File: config.mk
export PLATFORM = sky130hd
export DESIGN_NAME = ctrl_code_search
export DESIGN_NICKNAME = d
export VERILOG_FILES = /design/src/rtl/ctrl_code_search.sv
export SDC_FILE = /design/constraint.sdc
export NUM_CORES = 1
export LEC_CHECK = 0
export ABC_AREA = 1
export ABC_CLOCK_PERIOD_IN_PS = 2600
export BUFFER_PORTS_ARGS = -buffer_cell sky130_fd_sc_hd__clkbuf_2
export CORE_UTILIZATION = 51
export CTS_CLUSTER_DIAMETER = 60
export DETAILED_ROUTE_END_ITERATION = 12
export PLACE_DENSITY = 0.79
export SLEW_MARGIN = 20
export SYNTH_ARGS = -nofsm -noshare
export SYNTH_HDL_FRONTEND = slang
export SYNTH_SLANG_ARGS = --single-unit
File: constraint.sdc
create_clock -name clk -period 2.6 [get_ports clk]
set_clock_uncertainty 0.05 [all_clocks]
set_input_delay 0 -clock clk [delete_from_list [all_inputs] [get_ports clk]]
set_output_delay 0 -clock clk [all_outputs]
set_load 0.02 [all_outputs]
File: src/rtl/ctrl_code_search.sv
// ctrl_code_search: sequential inverse of the control decoder.
// Finds the lowest opcode whose decode matches a masked target.
//
// Ports:
//   clk, rst               clock, async active-high reset
//   flush                  synchronous abort back to IDLE
//   req_valid/req_ready    request handshake (ready only in IDLE)
//   req_mask, req_value    1 = line checked; required line levels
//   code_o                 candidate opcode sent to the external decoder
//   dec_i                  decode of code_o, same cycle
//   rsp_valid/rsp_ready    response handshake
//   rsp_found, rsp_code    match flag and lowest matching opcode (0 if none)
//
// Optional: define CTRL_SEARCH_CACHE_EN for a one-entry result cache.
//   A repeated request then skips the scan.
module ctrl_code_search #(
    parameter int CODE_W = 7,
    parameter int DEC_W  = 26
) (
    input  logic              clk,
    input  logic              rst,
    input  logic              flush,
    input  logic              req_valid,
    output logic              req_ready,
    input  logic [DEC_W-1:0]  req_mask,
    input  logic [DEC_W-1:0]  req_value,
    output logic [CODE_W-1:0] code_o,
    input  logic [DEC_W-1:0]  dec_i,
    output logic              rsp_valid,
    input  logic              rsp_ready,
    output logic              rsp_found,
    output logic [CODE_W-1:0] rsp_code
);

    typedef enum logic [1:0] {
        IDLE,
        SCAN,
        RESP
    } state_t;

    localparam logic [CODE_W-1:0] LAST = '1;

    state_t              r_state;
    logic [CODE_W-1:0]   r_cnt;
    logic [DEC_W-1:0]    r_mask;
    logic [DEC_W-1:0]    r_value;
    logic                r_rsp_valid;
    logic                r_found;
    logic [CODE_W-1:0]   r_code;

    logic                w_match;
    logic                w_done;
    logic                w_hit;
    logic                w_c_found;
    logic [CODE_W-1:0]   w_c_code;

    // Lines outside the mask never block a match.
    assign w_match = (((dec_i ^ r_value) & r_mask) == '0);

    // Scan finishes this cycle, with or without a match.
    assign w_done = (r_state == SCAN) && (w_match || (r_cnt == LAST));

`ifdef CTRL_SEARCH_CACHE_EN
    logic                r_c_valid;
    logic [DEC_W-1:0]    r_c_mask;
    logic [DEC_W-1:0]    r_c_value;
    logic                r_c_found;
    logic [CODE_W-1:0]   r_c_code;

    assign w_hit = r_c_valid
                && (req_mask == r_c_mask)
                && (req_value == r_c_value);
    assign w_c_found = r_c_found;
    assign w_c_code  = r_c_code;

    // Filled with whatever the scan concludes, found or not.
    always_ff @(posedge clk or posedge rst) begin
        if (rst) begin
            r_c_valid <= 1'b0;
            r_c_mask  <= '0;
            r_c_value <= '0;
            r_c_found <= 1'b0;
            r_c_code  <= '0;
        end else if (flush) begin
            r_c_valid <= 1'b0;
        end else if (w_done) begin
            r_c_valid <= 1'b1;
            r_c_mask  <= r_mask;
            r_c_value <= r_value;
            r_c_found <= w_match;
            r_c_code  <= w_match ? r_cnt : '0;
        end
    end
`else
    assign w_hit     = 1'b0;
    assign w_c_found = 1'b0;
    assign w_c_code  = '0;
`endif

    always_ff @(posedge clk or posedge rst) begin
        if (rst) begin
            r_state     <= IDLE;
            r_cnt       <= '0;
            r_mask      <= '0;
            r_value     <= '0;
            r_rsp_valid <= 1'b0;
            r_found     <= 1'b0;
            r_code      <= '0;
        end else if (flush) begin
            r_state     <= IDLE;
            r_cnt       <= '0;
            r_rsp_valid <= 1'b0;
            r_found     <= 1'b0;
            r_code      <= '0;
        end else begin
            unique case (r_state)
                IDLE: begin
                    if (req_valid) begin
                        r_mask  <= req_mask;
                        r_value <= req_value;
                        r_cnt   <= '0;
                        if (w_hit) begin
                            r_state     <= RESP;
                            r_rsp_valid <= 1'b1;
                            r_found     <= w_c_found;
                            r_code      <= w_c_code;
                        end else begin
                            r_state <= SCAN;
                        end
                    end
                end
                SCAN: begin
                    if (w_match) begin
                        r_code      <= r_cnt;
                        r_found     <= 1'b1;
                        r_rsp_valid <= 1'b1;
                        r_cnt       <= '0;
                        r_state     <= RESP;
                    end else if (r_cnt == LAST) begin
                        r_code      <= '0;
                        r_found     <= 1'b0;
                        r_rsp_valid <= 1'b1;
                        r_cnt       <= '0;
                        r_state     <= RESP;
                    end else begin
                        r_cnt <= r_cnt + 1'b1;
                    end
                end
                RESP: begin
                    if (rsp_ready) begin
                        r_rsp_valid <= 1'b0;
                        r_state     <= IDLE;
                    end
                end
                default: begin
                    r_state <= IDLE;
                end
            endcase
        end
    end

    // Counter is cleared outside SCAN, so it doubles as the opcode output.
    assign code_o    = r_cnt;
    assign req_ready = (r_state == IDLE);
    assign rsp_valid = r_rsp_valid;
    assign rsp_found = r_found;
    assign rsp_code  = r_code;

endmodule

==> results of run 1 <==
[repair_timing]
item / 4_1_cts / 5_1_grt
hold buffers: 54 / 0
buffers inserted: 0 / 0
hold endpoints to repair: 83 / 0
[cells by family (layout without fill, tap and decap cells)]
| logic type | Yosys count | count (layout) | share of synthesized area [%] |
|---|---|---|---|
| adder cells (fa/ha/maj) | 1 | 1 | 0.377 |
| AO/OA/AOI/OAI | 32 | 32 | 5.43 |
| buffers and inverters | 66 | 231 | 7.77 |
| XOR/XNOR | 5 | 5 | 1.32 |
| flip-flops | 70 | 70 | 52.8 |
| AND/OR/NAND/NOR | 179 | 179 | 22.5 |
| multiplexers | 29 | 29 | 9.84 |
| other | 0 | 1 | 0 |
[flip-flops by register name, summed over array words and instances (netlist names)]
| register | cells |
|---|---|
| code_o | 7 |
| rsp_code | 7 |
| r_state | 2 |
| rsp_valid | 1 |
| rsp_found | 1 |
| r_value | 26 |
| r_mask | 26 |
[Yosys cell counts]
| cell | count | area (µm²) |
|---|---|---|
| mux2_1 | 3 | 33.8 |
| nand2_1 | 99 | 372 |
| mux2_2 | 26 | 293 |
| ha_1 | 1 | 12.5 |
| nand4_1 | 3 | 18.8 |
| nand2_2 | 1 | 6.26 |
| nor2_4 | 2 | 22.5 |
| nor2_2 | 1 | 6.26 |
| a31oi_4 | 1 | 21.3 |
| dfrtp_1 | 70 | 1750 |
| a21oi_1 | 30 | 150 |
| xor2_1 | 3 | 26.3 |
| nand3_1 | 31 | 155 |
| nor2_1 | 39 | 146 |
| buf_2 | 8 | 40.0 |
| o21ai_2 | 1 | 8.76 |
| inv_2 | 2 | 7.51 |
| inv_1 | 56 | 210 |
| or2_2 | 1 | 6.26 |
| or2_1 | 2 | 12.5 |
| xnor2_1 | 2 | 17.5 |
[worst max-delay path by stage]
stage	to	depth (start not counted)
floorplan	code_o[0]	1
global placement	r_mask[2]	4
detailed placement	r_mask[10]	4
CTS	r_mask[2]	4
global route	r_mask[14]	4
finish	r_mask[2]	4
[metal layers]
metal / routed length (µm) / GRT usage, %
met1: 3410 / 29.6
met2: 4290 / 47.9
met3: 327 / 4.84
met4: 221 / 12.8
met5: 0 / 0
[through the flow]
stage,power [mW],instances
global route,3.41,625
global placement,2.20,554
CTS,3.20,624
finish,3.21,625
detailed placement,2.25,554
floorplan,2.02,382
[area by class of cell]
class / count / area (µm²) / share of cell area (%)
inverter: 58 / 218 / 4.66
multi-input combinational: 246 / 1320 / 28.3
tap: 77 / 96.3 / 2.06
clock buffer: 13 / 159 / 3.40
clock inverter: 3 / 42.5 / 0.911
timing repair buffer: 157 / 1080 / 23.1
sequential: 70 / 1750 / 37.5
antenna: 1 / 2.50 / 0.0536
[power by group through the flow]
stage / registers, mW / logic [mW] / clock network [mW]
floorplan: 1.48 / 0.535 / 0
global placement: 1.49 / 0.705 / 0
detailed placement: 1.51 / 0.733 / 0
CTS: 1.49 / 0.799 / 0.909
global route: 1.53 / 0.911 / 0.966
finish: 1.50 / 0.806 / 0.901
[critical path: stages (launching register included)]
cell and delay, ns:
dfrtp_1 0.40, nor2_1 0.33, nand3_4 0.47, buf_4 0.37, mux2_2 0.28
==> results.txt, run 1 <==
root buf cell = clkbuf_8
CP startpoint kind = flop
Initial Utilization = 52.6%
# DRC = 0
Vias = 3,057
layout cell share with drive strength beyond 1 = 28.2%
ANT nets after route = 0
cell count after synthesis = 382
DR iter-0 viols = 119
Worst Max-Slew Pin Slew = 0.694 ns
unrepaired setup endpoints after global routing = false
WL/cell = 13.2 µm
Combinational Power Share = 25.1%
worst hold endpoint = code_o[1]
I/O Pins = 100
crit path kind = flop to flop
crit path DAT = 2.20 ns
CP endpoint kind = flop
Setup WS pre-CTS = 0.587 ns
worst setup margin = 0.576 ns
Critical Path RT = 2.77 ns
H-tree depth = 3
Final Hold Viols = 0
DP HPWL = 5120 µm
Syn-to-layout area delta = 40.7%
worst hold slack = 0.0483 ns
fmax = 0.494 GHz
Worst-path clk slew = 0.07 ns
clk_lat worst skew = 0.34 ns
switching part of the total power = 30.1%
die width = 82.7 µm
Mapped Avg Cell Area = 8.69 µm²
P per Cell Area = 687 nW/µm²
Final min period = 2.02 ns
Total Nets Final = 626
Die Y = 82.7 µm
clock share of power = 28.1%
total CTS buffers = 9
Final Max Tran Viols = 0
Setup-failing EPs final = 0
Cell Area, Synth = 3320 µm²
Worst R2R Path Depth = 4
HP Start = flush
Sink Count = 70
die area = 6830 µm²
sequential power share = 46.8%
clock tree buffer depth = 2
setup TNS = 0 ns
Leak = 2.53 nW
outcome = finished, final reports clean
most frequent cells in the layout = nand2_1, clkbuf_2, dfrtp_1
initial antenna violation count = 1
R2R Path Start = r_state[0]
fin crit share = 77.9%
count of different cell masters after synthesis = 21
vias in the first global route = 3,075
hold path cells = 4
Pre-antenna DRT Iters = 4
part of the Yosys area used for sequential elements = 52.8%
gp weighted congestion = 0.818
reg-to-reg endpoint = r_mask[2]
Final Core Density = 74.0%
min-delay worst type = primary input to flop
CTS tree = yes
Vias/cell = 4.89
relative slew slack = 53.7%
first-pass GRT wire length = 13,200 µm
port bufs = 99
Ys Warns = 0
flop2flop setup slack = 0.58 ns
row count = 29
VDD IR max = 0.000531 V
Routed WL = 8250 µm
crit path from = r_state[0]
placed instance area = 3930 µm²
grt ovf = 0
Psw = 0.966 mW
Core Region = 6310 µm²
max cap viols = 0
Max FO, Critical Path = 39
largest net degree at the start of global routing = 41
all-layer global routing usage = 26.4%
Post-Syn Nets = 466
Post-CTS Resized = 0
fill count = 471
Finished Cell Area = 4670 µm²
Seq cells post-synth = 70
Int Pwr = 2.24 mW
(Power assumes the default switching activity.)
==> run 2, diff against run 1 <==
--- a/config.mk
+++ b/config.mk
@@ -6,12 +6,12 @@
 export NUM_CORES = 1
 export LEC_CHECK = 0
 export ABC_AREA = 1
-export ABC_CLOCK_PERIOD_IN_PS = 2600
+export ABC_CLOCK_PERIOD_IN_PS = 1650
 export BUFFER_PORTS_ARGS = -buffer_cell sky130_fd_sc_hd__clkbuf_2
-export CORE_UTILIZATION = 51
+export CORE_UTILIZATION = 46
 export CTS_CLUSTER_DIAMETER = 60
 export DETAILED_ROUTE_END_ITERATION = 12
-export PLACE_DENSITY = 0.79
+export PLACE_DENSITY = 0.75
 export SLEW_MARGIN = 20
 export SYNTH_ARGS = -nofsm -noshare
 export SYNTH_HDL_FRONTEND = slang
==> constraint.sdc (replaced) <==
create_clock -name clk -period 1.65 [get_ports clk]
set_clock_uncertainty 0.05 [all_clocks]
set_input_delay 0 -clock clk [delete_from_list [all_inputs] [get_ports clk]]
set_output_delay 0 -clock clk [all_outputs]
set_load 0.02 [all_outputs]
==> run 2 against run 1 <==
Effect of this change:
- die area is 11% higher
- critical path depth up 8
- core utilization fell by 4.6 points
- non-clock buffer count is 1 higher
- clock-buffer cell count decreased by 1
- via count is 1.9% lower
- total power increased by 59%
- final cell count rose by 3.0%
- critical path type unchanged
- largest cell class unchanged
==> results.txt, run 2 (synthesis gave the netlist of run 1 again) <==
outcome = finished, final reports clean (unchanged)
Initial Utilization = 48.3% (was 52.6%)
relative slew slack = 74.1% (was 53.7%)
port bufs = 99 (unchanged)
crit path from = r_value[17] (was r_state[0])
Critical Path RT = 1.82 ns (was 2.77 ns)
Worst Max-Slew Pin Slew = 0.389 ns (was 0.694 ns)
number of diodes = 0 (was 1)
grt ovf = 0 (unchanged)
Final min period = 1.59 ns (was 2.02 ns)
DP HPWL = 5190 µm (was 5120 µm)
HP Start = flush (unchanged)
worst-path cell chain = inv_2, nand2_1, nand3_1, nand2_2, nor2_4, nand2_2, nor2_2, nand2_2, nand2_2, o21ai_4, nand2_1, nand2_1 (was nor2_1, nand3_4, buf_4, mux2_2)
Sink Count = 70 (unchanged)
vias in the first global route = 2,939 (was 3,075)
die area = 7560 µm² (was 6830 µm²)
reg-to-reg endpoint = rsp_code[6] (was r_mask[2])
Storage cell area = 1750 µm² (unchanged)
fill count = 519 (was 471)
Slowest-stage cell, CP = dfrtp_1 (was nand3_4)
placed instance area = 3970 µm² (was 3930 µm²)
Most Frequent Cell on Critical Path = nand2_2
ANT nets after route = 0 (unchanged)
H-tree depth = 3 (unchanged)
clock tree buffer depth = 2 (unchanged)
flop2flop setup slack = 0.06 ns (was 0.58 ns)
Vias = 2,998 (was 3,057)
Worst-path clk slew = 0.07 ns (about the same)
Buf/Inv on CP = 1 (unchanged)
Finished Cell Area = 4760 µm² (was 4670 µm²)
most frequent cells in the layout = clkbuf_2, nand2_1, dfrtp_1 (was nand2_1, clkbuf_2, dfrtp_1)
Core Region = 6870 µm² (was 6310 µm²)
Die Y = 86.9 µm (was 82.7 µm)
Vias/cell = 4.66 (was 4.89)
all-layer global routing usage = 22.8% (was 26.4%)
worst hold endpoint = rsp_code[5] (was code_o[1])
Routed WL = 8120 µm (was 8250 µm)
Final Max Tran Viols = 0 (unchanged)
initial antenna violation count = 0 (was 1)
unrepaired setup endpoints after global routing = true (was false)
Syn-to-layout area delta = 43.6% (was 40.7%)
crit path kind = flop to flop (unchanged)
crit path DAT = 1.76 ns (was 2.20 ns)
WL/cell = 12.6 µm (was 13.2 µm)
Multi-input gate area = 1370 µm² (was 1320 µm²)
# DRC = 0 (unchanged)
total CTS buffers = 9 (unchanged)
max cap viols = 0 (unchanged)
CP startpoint kind = flop (unchanged)
I/O Pins = 100 (unchanged)
Setup-failing EPs final = 0 (unchanged)
Non-Filler Instances = 644 (was 625)
Total Nets Final = 627 (was 626)
DR iter-0 viols = 140 (was 119)
gp weighted congestion = 0.788 (was 0.818)
clk_lat worst skew = 0.33 ns (was 0.34 ns)
fin crit share = 96.2% (was 77.9%)
Cells after DPL = 574 (was 554)
Worst R2R Path Depth = 12 (was 4)
row count = 30 (was 29)
CTS tree = yes (unchanged)
critical path's largest stage delay = 0.40 ns (was 0.47 ns)
largest net degree at the start of global routing = 77 (was 41)
layout cell share with drive strength beyond 1 = 31.6% (was 28.2%)
first-pass GRT wire length = 13,000 µm (was 13,200 µm)
CP top delay family = simple AND/OR/NAND/NOR gates (unchanged)
commonest non-fill, non-tap cell in the layout = clkbuf_2
hold path cells = 4 (unchanged)
biggest regs = r_mask: 26 flops, r_value: 26 flops (unchanged)
fmax = 0.630 GHz (was 0.494 GHz)
Tot Pwr = 5.10 mW (was 3.21 mW)
R2R Path Start = r_value[17] (was r_state[0])
Leak = 2.55 nW (was 2.53 nW)
die width = 86.9 µm (was 82.7 µm)
CP endpoint kind = flop (unchanged)
min-delay worst type = primary input to flop (unchanged)
P per Cell Area = 1070 nW/µm² (was 687 nW/µm²)
root buf cell = clkbuf_8 (unchanged)
VDD IR max = 0.000595 V (was 0.000531 V)
Pre-antenna DRT Iters = 4 (unchanged)
Final Hold Viols = 0 (unchanged)
Max FO, Critical Path = 8 (was 39)
-- run 2: cell types whose count changed in the layout (fill, tap and decap cells not counted), sizes merged --
cell / before / now
diode: 1 / 0
clkinv: 1 / 3
clkbuf: 112 / 111
buf: 4 / 5
inv: 58 / 57
-- run 2: timing repair --
item | CTS | global route
hold buffers | 54 | 0
pin swaps | 0 | 18
endpoints found under the setup margin | 9 | 17
endpoints found under the hold margin | 123 | 0
gates resized for setup | 1 | 19
setup buffers | 0 | 0
-- run 2: cell type report --
class / count / share of cell area, %
Timing Repair Buffer: 158 / 23.1
Multi-Input combinational cell: 246 / 28.8
Tap cell: 96 / 2.52
Clock inverter: 4 / 0.946
Inverter: 58 / 4.65
Sequential cell: 70 / 36.8
Clock buffer: 12 / 3.26
-- run 2: worst max path at each step --
stage,endpoint,slack [ns],depth (start not counted)
floorplan,r_mask[17],0.11,4
global placement,rsp_code[4],0.05,9
detailed placement,rsp_code[6],-0.008,9
CTS,rsp_code[6],0.01,9
global route,rsp_code[6],-0.08,12
finish,rsp_code[6],0.06,12
-- run 2: routing by layer --
metal | global-route usage [%] | vias to the layer above | wire length (µm)
met5 | 0 | - | 0
met4 | 11.7 | 0 | 259
met3 | 4.64 | 22 | 350
met2 | 40.2 | 77 | 4180
met1 | 26.1 | 1381 | 3330
li1 | - | 1518 | -
-- run 2: where the power goes --
part / switching [mW] / leakage (nW) / internal [mW]
clock network: 0.600 / 0.106 / 0.774
registers: 0.235 / 0.838 / 2.13
logic: 0.696 / 1.60 / 0.667
-- run 2: stage by stage --
stage               util (%)  TNS [ns]  hold slack, ns  setup WS (ns)
CTS                     68.6         0          0.0685        0.00951
finish                  69.3         0          0.0876         0.0622
global placement        57.8         0          0.0723         0.0470
floorplan                  -         0          0.0817          0.107
global route            69.3    -0.566           0.101        -0.0830
detailed placement      57.8   -0.0111          0.0775       -0.00804
-- run 2: worst reg2reg max path, stage by stage (launching register included) --
cell	delay, ns
dfrtp_1	0.40
inv_2	0.06
nand2_1	0.06
nand3_1	0.09
nand2_2	0.10
nor2_4	0.10
nand2_2	0.06
nor2_2	0.09
nand2_2	0.13
nand2_2	0.11
o21ai_4	0.09
nand2_1	0.08
nand2_1	0.06
==> run 3, diff against run 2 <==
--- a/config.mk
+++ b/config.mk
@@ -5,13 +5,12 @@
 export SDC_FILE = /design/constraint.sdc
 export NUM_CORES = 1
 export LEC_CHECK = 0
-export ABC_AREA = 1
 export ABC_CLOCK_PERIOD_IN_PS = 1650
 export BUFFER_PORTS_ARGS = -buffer_cell sky130_fd_sc_hd__clkbuf_2
 export CORE_UTILIZATION = 46
 export CTS_CLUSTER_DIAMETER = 60
 export DETAILED_ROUTE_END_ITERATION = 12
-export PLACE_DENSITY = 0.75
+export PLACE_DENSITY = 0.76
 export SLEW_MARGIN = 20
 export SYNTH_ARGS = -nofsm -noshare
 export SYNTH_HDL_FRONTEND = slang
==> run 3 against run 2 <==
Effect of this change:
- the run now ends with setup timing left
- setup slack worse by 0.56 ns
- synthesized area down 0.64%
- sequential cell count unchanged
- critical path depth down 4
- synthesized cell count down 30%
- combinational power up 5%
- clock-buffer cell count down 3
- sequential power down 4%
- via count down 2.7%
- first-iteration DRC count up 6.4%
- non-clock buffer count up 39
- total power down 1.7%
- largest cell class unchanged
==> results.txt, run 3 <==
outcome = finished, violations left (was finished, final reports clean)
failing checks = setup timing
die area = 7510 µm² (was 7560 µm²)
Core Region = 6870 µm² (unchanged)
port bufs = 99 (unchanged)
crit path kind = flop to flop (unchanged)
Syn-to-layout area delta = 62.8% (was 43.6%)
die width = 86.7 µm (was 86.9 µm)
WL/cell = 18.0 µm (was 12.6 µm)
vias in the first global route = 3,100 (was 2,939)
commonest cells in the netlist = dfrtp_1, mux2_2, xor2_1 (was nand2_1, dfrtp_1, inv_1)
Pre-antenna DRT Iters = 4 (unchanged)
initial antenna violation count = 1 (was 0)
Seq cells post-synth = 70 (unchanged)
Psw = 1.52 mW (was 1.53 mW)
post-synth top area share = 53.1% (was 52.8%)
crit path from = r_value[7] (was r_value[17])
clock share of power = 26.3% (was 26.9%)
P per Cell Area = 934 nW/µm² (was 1070 nW/µm²)
Routed WL = 10,200 µm (was 8120 µm)
Final min period = 2.15 ns (was 1.59 ns)
commonest non-fill, non-tap cell in the layout = clkbuf_2 (unchanged)
Final Max Tran Viols = 0 (unchanged)
DR iter-0 viols = 149 (was 140)
Cells after DPL = 479 (was 574)
Critical Path RT = 1.83 ns (was 1.82 ns)
CP startpoint kind = flop (unchanged)
I/O Pins = 100 (unchanged)
Leak = 2.60 nW (was 2.55 nW)
R2R Path Start = r_value[7] (was r_value[17])
Worst Max-Slew Pin Slew = 0.519 ns (was 0.389 ns)
Vias = 2,917 (was 2,998)
H-tree depth = 3 (unchanged)
DP HPWL = 5250 µm (was 5190 µm)
Setup WS pre-CTS = -0.462 ns (was -0.00804 ns)
Yosys top cell by area = dfrtp_1 (unchanged)
Die Y = 86.7 µm (was 86.9 µm)
most frequent cells in the layout = clkbuf_2, dfrtp_1, dlygate4sd3_1 (was clkbuf_2, nand2_1, dfrtp_1)
Finished Cell Area = 5370 µm² (was 4760 µm²)
Worst R2R Path Depth = 8 (was 12)
placed instance area = 4220 µm² (was 3970 µm²)
total CTS buffers = 9 (unchanged)
relative slew slack = 65.2% (was 74.1%)
Initial Utilization = 48.0% (was 48.3%)
layout cell share with drive strength beyond 1 = 50.3% (was 31.6%)
ANT nets after route = 0 (unchanged)
met1 Resource Use GR = 29.3% (was 26.1%)
cell count after synthesis = 266 (was 382)
root buf cell = clkbuf_8 (unchanged)
Ys Warns = 0 (unchanged)
row count = 30 (unchanged)
Total Nets Final = 546 (was 627)
GR peak layer = met2 (unchanged)
switching part of the total power = 30.2% (was 30.0%)
largest net degree at the start of global routing = 71 (was 77)
Synth Flop Type = dfrtp_1 (unchanged)
fmax = 0.465 GHz (was 0.630 GHz)
Post-Syn Nets = 350 (was 466)
count of different cell masters after synthesis = 34 (was 21)
first-pass GRT wire length = 14,600 µm (was 13,000 µm)
worst setup margin = -0.499 ns (was 0.0622 ns)
Combinational Power Share = 28.5% (was 26.7%)
CTS tree = yes (unchanged)
M3 GR Usage = 4.29% (was 4.64%)
Setup crit end = code_o[6] (was rsp_code[6])
top cells by area in the synthesized netlist = dfrtp_1, mux2_2, xor2_1, a22oi_1, nand2_1 (was dfrtp_1, nand2_1, mux2_2, inv_1, nand3_1)
reg-to-reg endpoint = code_o[6] (was rsp_code[6])
fill count = 411 (was 519)
clock tree buffer depth = 2 (unchanged)
CP endpoint kind = flop (unchanged)
Vias/cell = 5.16 (was 4.66)
min-delay worst type = primary input to async pin (was primary input to flop)
Setup-failing EPs final = 36 (was 0)
Cell Area, Synth = 3300 µm² (was 3320 µm²)
part of the Yosys area used for sequential elements = 53.1% (was 52.8%)
Int Pwr = 3.50 mW (was 3.57 mW)
flop2flop setup slack = -0.50 ns (was 0.06 ns)
sequential power share = 45.2% (was 46.3%)
ys async rst share = 100% (unchanged)
Mapped Avg Cell Area = 12.4 µm² (was 8.69 µm²)
Max FO, Critical Path = 11 (was 8)
all-layer global routing usage = 26.1% (was 22.8%)
crit path DAT = 2.33 ns (was 1.76 ns)
grt ovf = 0 (unchanged)
Non-Filler Instances = 565 (was 644)
setup TNS = -7.75 ns (was 0 ns)
count leader, synth = dfrtp_1 (was nand2_1)
biggest regs = r_mask: 26 flops, r_value: 26 flops (unchanged)
VDD IR max = 0.000957 V (was 0.000595 V)
Worst-path clk slew = 0.09 ns (was 0.07 ns)
max cap viols = 0 (unchanged)
fin crit share = 130% (was 96.2%)
unrepaired setup endpoints after global routing = true (unchanged)
Sink Count = 70 (unchanged)
clk_lat worst skew = 0.35 ns (was 0.33 ns)
# DRC = 0 (unchanged)
EDFF count, synth = 0 (unchanged)
met2 usage = 48.8% (was 40.2%)
Final Hold Viols = 0 (unchanged)
gp weighted congestion = 0.819 (was 0.788)
## run 3: layout make-up
| cell class | instances | area, µm² | area share, % |
|---|---|---|---|
| diodes | 2 | 5.00 | 0.0933 |
| multi-input cells | 181 | 1730 | 32.3 |
| clock inverters | 7 | 57.6 | 1.07 |
| clock buffers | 9 | 124 | 2.31 |
| repair buffers | 197 | 1560 | 29.0 |
| well taps | 96 | 120 | 2.24 |
| flip-flops and latches | 70 | 1750 | 32.7 |
| inverters | 3 | 15.0 | 0.280 |
## run 3: per-layer routing
metal,up-vias,routed length [µm]
met2,100,5570
met4,0,250
met5,-,0
li1,1347,-
met1,1452,3960
met3,18,404
## run 3: cells by family after synthesis
group,Yosys count,synth area share [%]
XOR/XNOR,26,6.91
buffers and inverters,15,2.28
AND/OR/NAND/NOR,58,9.34
flip-flops,70,53.1
adder cells (fa/ha/maj),1,0.379
multiplexers,58,19.8
AO/OA/AOI/OAI,38,8.16
## run 3: power groups by stage
| stage | clock network, mW | registers, mW | logic [mW] |
|---|---|---|---|
| final | 1.32 | 2.27 | 1.43 |
| after global routing | 1.41 | 2.29 | 1.52 |
| after CTS | 1.33 | 2.23 | 1.20 |
| after detailed placement | 0 | 2.26 | 1.05 |
| after global placement | 0 | 2.24 | 1.02 |
| after floorplan | 0 | 2.22 | 0.727 |
## run 3: worst min path at each step
stage | depth (start not counted) | endpoint | slack [ns] | start
after global placement | 3 | rsp_valid | 0.07 | rst
after floorplan | 1 | r_mask[10] | 0.1 | req_mask[10]
after detailed placement | 3 | rsp_valid | 0.08 | rst
after global routing | 6 | code_o[5] | 0.27 | req_valid
final | 4 | rsp_valid | 0.25 | rst
after CTS | 6 | code_o[5] | 0.23 | req_valid
## run 3: timing repair
item | 4_1_cts | 5_1_grt
gates cloned | 2 | 6
gates resized for setup | 9 | 39
setup buffers | 2 | 3
hold buffers | 55 | 0
endpoints found under the hold margin | 124 | 0
pin swaps | 2 | 1
endpoints found under the setup margin | 49 | 70
## run 3: worst max-delay path, stage by stage (launching register included)
cell     delay (ns)
dfrtp_1        0.43
xor2_1         0.17
a22oi_1        0.22
nand4_1        0.17
nor4_4         0.36
buf_12         0.18
buf_4          0.13
nor3_1         0.05
a221o_1        0.26
## run 3: stage by stage
stage	total power [mW]	hold WS [ns]	util (%)
after floorplan	2.94	0.0980	-
after global placement	3.26	0.0714	61.5
after detailed placement	3.31	0.0765	61.5
after CTS	4.77	0.232	73.6
after global routing	5.23	0.266	78.1
final	5.01	0.245	78.1
